$ cat src/rtl/demux_pkg.sv
// Shared constants and types for the 1-to-8 demultiplexer.
package demux_pkg;

  localparam int unsigned NUM_OUT = 8;
  localparam int unsigned SEL_W   = 3;

  typedef logic [SEL_W-1:0] sel_t;

endpackage : demux_pkg

$ cat src/rtl/dec_3to8.sv
// Combinational binary-to-one-hot decoder. Any code that is not a clean 0-7
// (e.g. X/Z bits in simulation) falls to the default and yields all zeros.
module dec_3to8
  import demux_pkg::*;
(
  input  sel_t               sel,
  output logic [NUM_OUT-1:0] onehot
);

  // Decode select into exactly one asserted bit.
  always_comb begin
    onehot = '0;
    case (sel)
      3'd0:    onehot = 8'b0000_0001;
      3'd1:    onehot = 8'b0000_0010;
      3'd2:    onehot = 8'b0000_0100;
      3'd3:    onehot = 8'b0000_1000;
      3'd4:    onehot = 8'b0001_0000;
      3'd5:    onehot = 8'b0010_0000;
      3'd6:    onehot = 8'b0100_0000;
      3'd7:    onehot = 8'b1000_0000;
      default: onehot = '0;
    endcase
  end

endmodule : dec_3to8

$ cat src/rtl/demux_1to8.sv
// Registered 1-to-8 demultiplexer: din is steered to the output chosen by sel,
// every other output is forced to zero. One cycle of latency, no
// combinational input-to-output path.
module demux_1to8
  import demux_pkg::*;
#(
  parameter int unsigned WIDTH = 1
) (
  input  logic             clk,
  input  logic             rst,
  input  logic [WIDTH-1:0] din,
  input  sel_t             sel,
  output logic [WIDTH-1:0] dout1,
  output logic [WIDTH-1:0] dout2,
  output logic [WIDTH-1:0] dout3,
  output logic [WIDTH-1:0] dout4,
  output logic [WIDTH-1:0] dout5,
  output logic [WIDTH-1:0] dout6,
  output logic [WIDTH-1:0] dout7,
  output logic [WIDTH-1:0] dout8
);

  logic [NUM_OUT-1:0] onehot;
  logic [WIDTH-1:0]   dout_d [NUM_OUT];
  logic [WIDTH-1:0]   dout_q [NUM_OUT];

  dec_3to8 u_dec (
    .sel    (sel),
    .onehot (onehot)
  );

  // Gate din with each one-hot bit; unselected lanes become zero.
  always_comb begin
    for (int i = 0; i < NUM_OUT; i++) begin
      dout_d[i] = din & {WIDTH{onehot[i]}};
    end
  end

  // Output registers; reset wins over routing.
  always_ff @(posedge clk) begin
    if (rst) begin
      for (int i = 0; i < NUM_OUT; i++) begin
        dout_q[i] <= '0;
      end
    end else begin
      for (int i = 0; i < NUM_OUT; i++) begin
        dout_q[i] <= dout_d[i];
      end
    end
  end

  assign dout1 = dout_q[0];
  assign dout2 = dout_q[1];
  assign dout3 = dout_q[2];
  assign dout4 = dout_q[3];
  assign dout5 = dout_q[4];
  assign dout6 = dout_q[5];
  assign dout7 = dout_q[6];
  assign dout8 = dout_q[7];

endmodule : demux_1to8

$ cat config.mk
export PLATFORM = sky130hd
export DESIGN_NAME = demux_1to8
export DESIGN_NICKNAME = d
export VERILOG_FILES = /design/src/rtl/demux_pkg.sv /design/src/rtl/dec_3to8.sv /design/src/rtl/demux_1to8.sv
export SDC_FILE = /design/constraint.sdc
export NUM_CORES = 1
export LEC_CHECK = 0
export BUFFER_PORTS_ARGS = -buffer_cell sky130_fd_sc_hd__buf_2
export CAP_MARGIN = 20
export CORE_AREA = 2 2 39 41
export DETAILED_ROUTE_END_ITERATION = 10
export DIE_AREA = 0 0 41 43
export REMOVE_ABC_BUFFERS = 1
export SYNTH_ARGS = -nofsm -noshare
export SYNTH_HDL_FRONTEND = slang
export SYNTH_HIERARCHICAL = 1
export SYNTH_SLANG_ARGS = --single-unit
$ cat constraint.sdc
create_clock -name clk -period 0.85 [get_ports clk]
set_input_delay 0.17 -clock clk [delete_from_list [all_inputs] [get_ports clk]]
set_output_delay 0.17 -clock clk [all_outputs]
set_load 0.01 [all_outputs]
; ---- Yosys cells after proc, flatten, opt, wreduce, memory -nomap -nowiden
; Memory sizes are Yosys's and may differ from the RTL's.
; Index checks and enable logic that the tools add are counted.
[classes]
mux = 11
bitwise = 16
[op_table]
columns = operator, n
row1 = $mux W1, 11
row2 = $and A1 B1 Y1, 8
row3 = $or A1 B1 Y1, 8
[totals]
regBits = 0
ram_bits = 8
romBits = 64
inputBits = 6
n_memories = 2
[memory_table]
columns = name, words, width, rd, rd_ports_with_merged_regs, write_ports, line_no
row1 = (name not given), 8, 8, 1, 0, 0, dec_3to8.sv:13  ; case (sel)
row2 = dout_q, 8, 1, 8, 0, 8, demux_1to8.sv:25  ; logic [WIDTH-1:0] dout_q [NUM_OUT];

; ---- Depth between registers and ports, before layout
[depth]
depth_word = 3
depth_mapped = 2
mapped_depth_nobuf = 2

; ---- Hierarchy
; The synthesis kept the hierarchy.
[by_module_without_submodules]
columns = mod, instances, cells_each, area_each_um2, seq_area_each_um2
row1 = demux_1to8, 1, 16, 230.2, 160.2
row2 = dec_3to8, 1, 8, 65.1, 0.0

; ---- Worst setup path after synthesis
; Ideal clock, no wire load.
[synth_timing]
path_type = input port to flip-flop
start = input sel[1]
end = memory dout_q[3][0], in the netlist dout_q[0][3]
arrival_ns = 0.491
t_required_ns = 0.735
path_slack_ns = 0.244
stages = 2
cell_sequence = and3b_2 -> and3b_1
[synth_lines]
columns = element, line_no
row1 = from (decl), demux_1to8.sv:12  ; input sel_t sel,
row2 = to (decl), demux_1to8.sv:25

==> results.md <==
* Dpl cells at 53
* ANT cells at 0
* Die area at 1760 um^2
* CORE AREA at 1380 um^2
* Yosys cell types at 6
* HP Start: din
* Share of layout cells above drive strength 1 at 57.5%
* Internal at 575 uW
* Minimum clock period at 835 ps
* Net Sw Frac at 19.5%
* Fmax at 1200 MHz
* Initial DRC Count at 4
* Utilization after layout at 30.7%
* Final Setup Violations at 0
* Crit. End Element: output pin
* Logic pwr share at 8.5%
* Clock sink total at 8
* CP required at 680 ps
* Clock-pin slew on the worst setup and hold paths at 50 ps
* Largest register by flop count: dout_q
* CP arrival at 660 ps
* MaxCap Viol Count at 0
* GR Util All Layers at 7.67%
* Part of the power in registers at 53.8%
* Die X at 41 um
* Row Count at 14
* Final period utilization at 98.2%
* CP max stage delay at 310 ps
* Routed len/inst at 8.91 um
* Nets at 48
* Via density at 4.07
* Max VDD drop at 0.000521 V
* Cell Area, Synth at 295 um^2
* Slew @ Worst Pin at 191 ps
* Family with the most delay on the worst path: flip-flops
* GP Congestion at 0.604
* Clock Path Buffers at 2
* RSZ-0062 raised after global routing: yes
* Initial antenna violation count at 0
* Avg Inst Size Synth at 12.3 um^2
* Worst Hold Class: in2reg
* Design area at 425 um^2
* Slew margin rel. at 87.2%
* Post-Syn Instances at 24
* Largest regs: dout_q x8
* Largest net degree at the start of global routing at 9
* Max stage delay cell, worst path: dfxtp_2
* Clock Root Buffer: clkbuf_4
* #FFs+latches synth at 8
* Filler cells at 149
* Antenna Violating Nets Remaining at 0
* Worst hold slack at 237 ps
* Io pins at 14
* Finished Layout Cells at 56
* Pwr per Cell Area at 1680 nW/um^2
* Part of the power in the clock network at 37.7%
* Crit-path max FO at 1
* CP bufs+invs at 1
* DRC viols at 0
* Leak Pwr at 0.235 nW
* Vias at 228
* Fin Setup TNS at 0 ps
* Count of input and output buffers at 13
* Area growth syn-to-layout at 44.1%
* Critical Path Start Type: flop
* Number of post-CTS setup repair buffers at 0
* DRT Pass-1 Iters at 2
* Clock buffer count from CTS at 3
* First-pass GRT wire length at 828 um
* Sequential area share after synthesis at 54.2%
* Placed cell areas at 380 um^2
* Status: finished, final reports clean
* H-tree depth at 1
* Critical path type: reg2out
* Overflow after GRT at 0
* Pins Over Slew Limit at 0
* CP Launch Point: dout_q[1][2]
* Vias in the first global route at 205
* Yosys warns at 6
* Die Y at 43 um
* Max FFs per register at 8
* Fin. Hold Viols at 0
* Initial Util at 21.3%
* Post-Route WL at 499 um
* CTS tree: done
* CP cell instances: buf_6
* P_sw at 139 uW
==> power by group through the flow <==
| stage | Combinational (mW) | Clock, mW | Sequential [mW] |
|---|---|---|---|
| 5_1_grt | 0.0690 | 0.299 | 0.384 |
| 4_1_cts | 0.0585 | 0.286 | 0.383 |
| 6_report | 0.0610 | 0.269 | 0.384 |
| 2_1_floorplan | 0.0208 | 0 | 0.395 |
| 3_5_place_dp | 0.0586 | 0 | 0.391 |
| 3_3_place_gp | 0.0581 | 0 | 0.391 |
==> final timing paths <==
check	cells after the start	to
setup / recovery	1	dout7
hold / removal	2	dout_q[1][0]
==> cells in the mapped netlist <==
| cell type | number | area share [%] |
|---|---|---|
| and3_2 | 1 | 2.5 |
| nor3_1 | 1 | 1.7 |
| nor3b_1 | 3 | 7.6 |
| dfxtp_1 | 8 | 54 |
| and3b_1 | 8 | 24 |
| and3b_2 | 3 | 10 |
==> final cells by class <==
class | instances | area, um^2 | share of cell area (%)
Tap cell | 16 | 20.0 | 4.71
Clock buffer | 3 | 22.5 | 5.29
Sequential cell | 8 | 164 | 38.5
Multi-Input combinational cell | 16 | 135 | 31.8
Timing Repair Buffer | 13 | 83.8 | 19.7
==> layer usage <==
metal | vias up | GRT usage, % | routed length (um)
met5 | - | 0 | 0
met4 | 0 | 10.0 | 0
met3 | 0 | 3.14 | 31
met2 | 9 | 9.06 | 245
met1 | 97 | 8.50 | 222
li1 | 122 | - | -
==> placed cells by master (no fill, tap or decap) <==
cell	netlist	routed
buf_2	0	10
and3b_2	3	3
and3_2	1	1
dfxtp_2	0	3
buf_6	0	3
and3b_1	8	8
dfxtp_1	8	5
clkbuf_4	0	3
nor3b_1	3	3
nor3_1	1	1
==> kinds of logic after synthesis <==
kind of cell and synth area share (%):
flip-flops 54.2, AND/OR/NAND/NOR 45.8
==> metrics by stage <==
step | total power [mW] | worst slack [ps]
2_1_floorplan | 0.415 | 244
3_3_place_gp | 0.449 | 66.9
3_5_place_dp | 0.450 | 55.2
4_1_cts | 0.728 | -4.82
5_1_grt | 0.752 | -18.7
6_report | 0.714 | 15.3
==> what timing repair did <==
action | in CTS | in global routing
endpoints found under the setup margin | 4 | 6
hold buffers | 0 | 0
resized for setup | 0 | 6
No activity file was read; power rests on OpenSTA's default activity.
